<file path="config.mk">
export PLATFORM = sky130hd
export DESIGN_NAME = frame_mem_arbiter_flat
export DESIGN_NICKNAME = d
export VERILOG_FILES = /design/src/rtl/frame_mem_arbiter_pkg.sv /design/src/rtl/frame_mem_arbiter_if.sv /design/src/rtl/frame_mem_arbiter_rd_pipe.sv /design/src/rtl/frame_mem_arbiter.sv /design/src/flat_wrapper.sv
export SDC_FILE = /design/constraint.sdc
export NUM_CORES = 1
export LEC_CHECK = 0
export ABC_CLOCK_PERIOD_IN_PS = 2300
export CAP_MARGIN = 30
export CORE_AREA = 2 2 65 79
export DETAILED_ROUTE_END_ITERATION = 10
export DIE_AREA = 0 0 67 81
export GPL_TIMING_DRIVEN = 0
export PLACE_DENSITY = 0.85
export SYNTH_ARGS = -nofsm -noshare
export SYNTH_HDL_FRONTEND = slang
export SYNTH_SLANG_ARGS = --single-unit
</file>
<file path="constraint.sdc">
create_clock -name clk -period 2.3 [get_ports clk]
set_clock_uncertainty 0.05 [all_clocks]
set_input_delay 0.46 -clock clk [delete_from_list [all_inputs] [get_ports clk]]
set_output_delay 0.46 -clock clk [all_outputs]
set_load 0.02 [all_outputs]
</file>
<file path="src/rtl/frame_mem_arbiter_pkg.sv">
// Shared types and default sizes for the frame memory arbiter.
package frame_mem_arbiter_pkg;

  // Bit 0 marks a write on the memory port and bit 1 marks a read.
  // The grant outputs come straight from these state bits.
  typedef enum logic [1:0] {
    IDLE = 2'b00,
    WR   = 2'b01,
    RD   = 2'b10
  } arb_state_t;

  localparam int DEF_ADDR_W        = 19;
  localparam int DEF_DATA_W        = 8;
  localparam int DEF_RD_LAT        = 2;
  localparam int DEF_MAX_WR_STREAK = 4;

  function automatic int streak_width(input int max_streak);
    return (max_streak < 1) ? 1 : $clog2(max_streak + 1);
  endfunction

endpackage

</file>
<file path="src/rtl/frame_mem_arbiter_if.sv">
// Bundle for the camera write port, the reader port and the frame memory port.
interface frame_mem_arbiter_if
  import frame_mem_arbiter_pkg::*;
#(
  parameter int ADDR_W = DEF_ADDR_W,
  parameter int DATA_W = DEF_DATA_W
);
  logic              wr_req;
  logic [ADDR_W-1:0] wr_addr;
  logic [DATA_W-1:0] wr_data;
  logic              wr_gnt;
  logic              rd_req;
  logic [ADDR_W-1:0] rd_addr;
  logic              rd_gnt;
  logic              rd_valid;
  logic [DATA_W-1:0] rd_data;
  logic              frame_done;
  logic [ADDR_W:0]   mem_addr;
  logic              mem_we;
  logic [DATA_W-1:0] mem_din;
  logic [DATA_W-1:0] mem_dout;

  modport slave (
    input  wr_req, wr_addr, wr_data, rd_req, rd_addr, frame_done, mem_dout,
    output wr_gnt, rd_gnt, rd_valid, rd_data, mem_addr, mem_we, mem_din
  );

  modport master (
    output wr_req, wr_addr, wr_data, rd_req, rd_addr, frame_done, mem_dout,
    input  wr_gnt, rd_gnt, rd_valid, rd_data, mem_addr, mem_we, mem_din
  );

endinterface

</file>
<file path="src/rtl/frame_mem_arbiter_rd_pipe.sv">
// Read return tracking: a valid shift register matched to the memory latency,
// with returned data captured from mem_dout on the cycle the tag leaves the pipe.
module frame_rd_pipe
  import frame_mem_arbiter_pkg::*;
#(
  parameter int DATA_W = DEF_DATA_W,
  parameter int RD_LAT = DEF_RD_LAT
) (
  input  logic              clk,
  input  logic              reset,
  input  logic              issue,
  input  logic [DATA_W-1:0] mem_dout,
  output logic              rd_valid,
  output logic [DATA_W-1:0] rd_data
);
  logic [RD_LAT-1:0] valid_reg;
  logic [RD_LAT:0]   tap;
  logic [DATA_W-1:0] rd_data_reg;

  // tap[k] is high k cycles after the read appeared on the memory port.
  assign tap = {valid_reg, issue};

  always_ff @(posedge clk or negedge reset) begin
    if (!reset) begin
      valid_reg   <= '0;
      rd_data_reg <= '0;
    end else begin
      valid_reg <= tap[RD_LAT-1:0];
      if (tap[RD_LAT-1]) begin
        rd_data_reg <= mem_dout;
      end
    end
  end

  assign rd_valid = tap[RD_LAT];
  assign rd_data  = rd_data_reg;

endmodule

</file>
<file path="src/rtl/frame_mem_arbiter.sv">
// Write/read arbiter for a single-port pixel frame memory with bounded write streaks.
// Double buffering (bank swap on frame_done) is built only when FRAME_SWAP_EN is defined.
module frame_mem_arbiter
  import frame_mem_arbiter_pkg::*;
#(
  parameter int ADDR_W        = DEF_ADDR_W,
  parameter int DATA_W        = DEF_DATA_W,
  parameter int RD_LAT        = DEF_RD_LAT,
  parameter int MAX_WR_STREAK = DEF_MAX_WR_STREAK
) (
  input  logic               clk,
  input  logic               reset,
  frame_mem_arbiter_if.slave bus
);
  localparam int                  STREAK_W   = streak_width(MAX_WR_STREAK);
  localparam logic [STREAK_W-1:0] STREAK_MAX = STREAK_W'(MAX_WR_STREAK);

  arb_state_t          state_reg;
  arb_state_t          state_next;
  logic [1:0]          state_bits;
  logic [STREAK_W-1:0] streak_reg;
  logic [STREAK_W-1:0] streak_next;
  logic                streak_full;
  logic [ADDR_W:0]     mem_addr_reg;
  logic [DATA_W-1:0]   mem_din_reg;
  logic                wr_bank;
  logic                rd_bank;
  logic                rd_valid_w;
  logic [DATA_W-1:0]   rd_data_w;

  assign streak_full = (streak_reg == STREAK_MAX);

  // Writes win unless they have already taken MAX_WR_STREAK slots in a row from a waiting read.
  always_comb begin
    state_next = IDLE;
    if (bus.wr_req && !(bus.rd_req && streak_full)) begin
      state_next = WR;
    end else if (bus.rd_req) begin
      state_next = RD;
    end
  end

  always_comb begin
    streak_next = '0;
    if (state_next == WR && bus.rd_req) begin
      streak_next = streak_full ? streak_reg : streak_reg + STREAK_W'(1);
    end
  end

`ifdef FRAME_SWAP_EN
  logic bank_reg;

  // The edge that samples frame_done still issues with the old bank.
  always_ff @(posedge clk or negedge reset) begin
    if (!reset) begin
      bank_reg <= 1'b0;
    end else if (bus.frame_done) begin
      bank_reg <= ~bank_reg;
    end
  end

  assign wr_bank = bank_reg;
  assign rd_bank = ~bank_reg;
`else
  assign wr_bank = 1'b0;
  assign rd_bank = 1'b0;
`endif

  always_ff @(posedge clk or negedge reset) begin
    if (!reset) begin
      state_reg    <= IDLE;
      streak_reg   <= '0;
      mem_addr_reg <= '0;
      mem_din_reg  <= '0;
    end else begin
      state_reg  <= state_next;
      streak_reg <= streak_next;
      case (state_next)
        WR: begin
          mem_addr_reg <= {wr_bank, bus.wr_addr};
          mem_din_reg  <= bus.wr_data;
        end
        RD: begin
          mem_addr_reg <= {rd_bank, bus.rd_addr};
        end
        default: begin
        end
      endcase
    end
  end

  assign state_bits   = state_reg;
  assign bus.wr_gnt   = state_bits[0];
  assign bus.mem_we   = state_bits[0];
  assign bus.rd_gnt   = state_bits[1];
  assign bus.mem_addr = mem_addr_reg;
  assign bus.mem_din  = mem_din_reg;

  frame_rd_pipe #(
    .DATA_W(DATA_W),
    .RD_LAT(RD_LAT)
  ) u_rd_pipe (
    .clk     (clk),
    .reset   (reset),
    .issue   (state_bits[1]),
    .mem_dout(bus.mem_dout),
    .rd_valid(rd_valid_w),
    .rd_data (rd_data_w)
  );

  assign bus.rd_valid = rd_valid_w;
  assign bus.rd_data  = rd_data_w;

endmodule

</file>
<file path="src/flat_wrapper.sv">
// flat-port wrapper written by rule: the top's interface ports become plain ports
module frame_mem_arbiter_flat import frame_mem_arbiter_pkg::*;
#(
  parameter int ADDR_W        = DEF_ADDR_W,
  parameter int DATA_W        = DEF_DATA_W,
  parameter int RD_LAT        = DEF_RD_LAT,
  parameter int MAX_WR_STREAK = DEF_MAX_WR_STREAK
)
  (clk, reset, bus_wr_req, bus_wr_addr, bus_wr_data, bus_rd_req, bus_rd_addr, bus_frame_done, bus_mem_dout, bus_wr_gnt, bus_rd_gnt, bus_rd_valid, bus_rd_data, bus_mem_addr, bus_mem_we, bus_mem_din);
  frame_mem_arbiter_if #(.ADDR_W(ADDR_W), .DATA_W(DATA_W)) bus_i ();
  input  logic clk;
  input  logic reset;
  input wire logic [$bits(bus_i.wr_req)-1:0] bus_wr_req;
  input wire logic [$bits(bus_i.wr_addr)-1:0] bus_wr_addr;
  input wire logic [$bits(bus_i.wr_data)-1:0] bus_wr_data;
  input wire logic [$bits(bus_i.rd_req)-1:0] bus_rd_req;
  input wire logic [$bits(bus_i.rd_addr)-1:0] bus_rd_addr;
  input wire logic [$bits(bus_i.frame_done)-1:0] bus_frame_done;
  input wire logic [$bits(bus_i.mem_dout)-1:0] bus_mem_dout;
  output wire logic [$bits(bus_i.wr_gnt)-1:0] bus_wr_gnt;
  output wire logic [$bits(bus_i.rd_gnt)-1:0] bus_rd_gnt;
  output wire logic [$bits(bus_i.rd_valid)-1:0] bus_rd_valid;
  output wire logic [$bits(bus_i.rd_data)-1:0] bus_rd_data;
  output wire logic [$bits(bus_i.mem_addr)-1:0] bus_mem_addr;
  output wire logic [$bits(bus_i.mem_we)-1:0] bus_mem_we;
  output wire logic [$bits(bus_i.mem_din)-1:0] bus_mem_din;
  assign bus_i.wr_req = bus_wr_req;
  assign bus_i.wr_addr = bus_wr_addr;
  assign bus_i.wr_data = bus_wr_data;
  assign bus_i.rd_req = bus_rd_req;
  assign bus_i.rd_addr = bus_rd_addr;
  assign bus_i.frame_done = bus_frame_done;
  assign bus_i.mem_dout = bus_mem_dout;
  assign bus_wr_gnt = bus_i.wr_gnt;
  assign bus_rd_gnt = bus_i.rd_gnt;
  assign bus_rd_valid = bus_i.rd_valid;
  assign bus_rd_data = bus_i.rd_data;
  assign bus_mem_addr = bus_i.mem_addr;
  assign bus_mem_we = bus_i.mem_we;
  assign bus_mem_din = bus_i.mem_din;
  frame_mem_arbiter #(.ADDR_W(ADDR_W), .DATA_W(DATA_W), .RD_LAT(RD_LAT), .MAX_WR_STREAK(MAX_WR_STREAK)) u_core (.clk(clk), .reset(reset), .bus(bus_i));
endmodule
</file>
==> results_dict.tcl <==
set metrics [dict create \
    syn_inst 140 \
    setup_viol 0 \
    pwr-share-seq_pct 40.9 \
    clkTransAtPathRegs_ns 0.08 \
    dr.pass1.iters 4 \
    first_global_vias 1504 \
    grt-ovfl-total 0 \
    maxCapViolCount 0 \
    final_cell_mix "94 x clkdlybuf4s50_1, 42 x dfrtp_1, 19 x mux2i_1, 19 x nand3_1, 19 x o21ai_2" \
    postRouteAntennaNets 0 \
    cts_tree "built" \
    design.die.area_sq_um 5430 \
    vias_per_cell 4.86 \
    routedWlPerCell_microns 14.9 \
    vias 1482 \
    required_ns 1.79 \
    grt_use_total_pct 17.5 \
    ctsHtreeMaxLevel 2 \
    worstHoldStart "u_core.state_bits[1]$_DFF_PN0_" \
    placedCellCount 296 \
    cts_resized 0 \
    clockPowerShare_pct 34.5 \
    fin_util_pct 64.8 \
    critical-path-slowest-cell "clkdlybuf4s50_1" \
    hold_viol 0 \
    num_rows 28 \
    largest_register_ffs 19 \
    internal_power_w 0.00156 \
    status "finished, final reports clean" \
    drt-total-wl_mm 4.56 \
    cts_hold_buf 1 \
    switchingPower_w 0.000505 \
    drv_slew 0 \
    clk_latency_ns 0.29 \
    final_common_cell "clkdlybuf4s50_1" \
    fin_crit_sh_pct 80.0 \
    drt_iter0_markers 77 \
    io_pins 99 \
    avgSynthCellArea_sq_um 13.5 \
    r2r_end "u_core.bus.mem_din[6]$_DFFE_PN0N_" \
    diodes 0 \
    syn-num-nets 201 \
    yosysTopAreaCell "dfrtp_1" \
    post-route-drc-count 0 \
    dieWidth_microns 67 \
    ys_seq_area_share_pct 55.5 \
    whs_endpoint "u_core.u_rd_pipe.valid_reg[0]$_DFF_PN0_" \
    hpwlAfterDp_mm 3.35 \
    die_h_microns 81 \
    worstSetupPathType "flop to primary output" \
    critPathCaptureType "primary output" \
    nNetsFinal 305 \
    cts_num_sinks 42 \
    portBuffers 95 \
    vdd_ir_drop_max_uv 418 \
    cp.arrival_ns 1.33 \
    gp_congestion 0.719 \
    reg2reg_from "u_core.streak_reg[0]$_DFFE_PN0P_" \
    synth_top_area_share_pct 55.5 \
    path_cells "buf_4 > clkdlybuf4s50_1" \
    numCtsBuffers 5 \
    yosysWarnings 0 \
    period_minus_slack_ns 1.84 \
    hold_path_depth 0 \
    netlist-cell-type-count 17 \
    grt_max_degree 38 \
    antenna_found_initial 0 \
    rsz0062_at_grt "no" \
    power_leakage_nw 1.35 \
    layout-drive-gt1-share_pct 24.5 \
    max_freq_mhz 544 \
    cellPowerDensity_nw_per_um2 668 \
    hold_path.class "flop to flop" \
    areaGrowthSynthToFinish_pct 63.0 \
    swShare_pct 24.5 \
    post_cts_buffers 0 \
    startpoint_type "flop" \
    syn_area_sq_um 1890 \
    synth_seq_cells 42 \
    combPwrFrac_pct 24.6 \
    grt_pass1_wl_mm 7.16 \
    clockBufferDepth 2 \
    root_buffer "clkbuf_8" \
    initial_utilization_pct 39.8 \
    synth_area_leaders "dfrtp_1 55%, mux2i_1 10%, mux2_2 9.5%" \
    cp_max_fo 2 \
    r2r_slack_ns 0.90 \
    reg2reg_depth 5 \
    stdcell_count 305 \
    core_sq_um 4760 \
    critical-path-max-stage-delay_ns 0.58 \
]
==> power by group through the flow <==
| stage | sequential (W) | clock, W | combinational [W] |
|---|---|---|---|
| after floorplan | 0.000944 | 0 | 0.000141 |
| after global placement | 0.000854 | 0 | 0.000499 |
| after detailed placement | 0.000858 | 0 | 0.000511 |
| after CTS | 0.000844 | 0.000734 | 0.000515 |
| after global routing | 0.000852 | 0.000774 | 0.000542 |
| final | 0.000843 | 0.000711 | 0.000507 |
==> per-stage QoR <==
stage | instance area (sq um) | hold WS [ns] | total power (W) | worst slack, ns | setup TNS [ns]
5_1_grt | 3090 | 0.332 | 0.00217 | 0.392 | 0
6_report | 3090 | 0.326 | 0.00206 | 0.461 | 0
3_5_place_dp | 2940 | 0.254 | 0.00137 | 0.480 | 0
4_1_cts | 3090 | 0.330 | 0.00209 | 0.441 | 0
3_3_place_gp | 2920 | 0.302 | 0.00135 | -0.388 | -16.24
2_1_floorplan | 1890 | 0.114 | 0.00109 | 0.972 | 0
==> kinds of logic (layout without fill, tap and decap cells) <==
logic type	count (synthesis)	in the layout	synth area share, %
muxes	35	35	19.6
DFF	42	42	55.5
xor gates and xnor gates	1	1	0.462
and+or+nand+nor	25	25	8.32
adders and majority gates	2	2	1.32
other	1	1	0.198
AOI/OAI and AO/OA	19	19	8.78
buffers and inverters	15	120	5.88
==> how the worst max path moves through the flow <==
| stage | start | end | slack (ns) | cells past startpoint |
|---|---|---|---|---|
| 2_1_floorplan | u_core.streak_reg[0]$_DFFE_PN0P_ | u_core.bus.mem_din[0]$_DFFE_PN0N_ | 0.97 | 5 |
| 3_3_place_gp | reset | u_core.bus.mem_din[1]$_DFFE_PN0N_ | -0.39 | 1 |
| 3_5_place_dp | bus_wr_req | u_core.bus.mem_addr[13]$_DFFE_PN0P_ | 0.48 | 5 |
| 4_1_cts | u_core.state_bits[0]$_DFF_PN0_ | bus_wr_gnt | 0.44 | 2 |
| 5_1_grt | u_core.state_bits[0]$_DFF_PN0_ | bus_wr_gnt | 0.39 | 2 |
| 6_report | u_core.state_bits[0]$_DFF_PN0_ | bus_wr_gnt | 0.46 | 2 |
==> synth_stat cells <==
| master | instances |
|---|---|
| dfrtp_1 | 42 |
| mux2i_1 | 19 |
| nand3_1 | 19 |
| o21ai_2 | 19 |
| mux2_2 | 16 |
| buf_4 | 5 |
| buf_6 | 4 |
| and3_1 | 3 |
| buf_2 | 3 |
| ha_1 | 2 |
| inv_1 | 2 |
| and2_1 | 1 |
| conb_1 | 1 |
| inv_4 | 1 |
| nand2_8 | 1 |
| nand3_4 | 1 |
| xor2_1 | 1 |
==> routing by layer <==
metal | vias to the layer above | global-route usage [%] | wire, microns
li1 | 697 | - | -
met4 | 0 | 4.90 | 53
met3 | 5 | 5.54 | 384
met2 | 62 | 30.0 | 2310
met1 | 718 | 21.1 | 1810
met5 | - | 0 | 0
==> worst max-delay path, delay by kind of cell, from the launching register on <==
kind | cells | cell delay (ns)
DFF | 1 | 0.35
buffers and inverters | 2 | 0.69
==> final cells by class <==
| type | instances | area, sq um |
|---|---|---|
| repair buffers | 97 | 976 |
| multi-input cells | 83 | 732 |
| clock buffers | 6 | 82.6 |
| flip-flops and latches | 42 | 1050 |
| plain buffers | 12 | 97.6 |
| well taps | 60 | 75.1 |
| fillers | 376 | 1680 |
| inverters | 3 | 13.8 |
| clock inverters | 2 | 60.1 |
(Power assumes the default switching activity.)
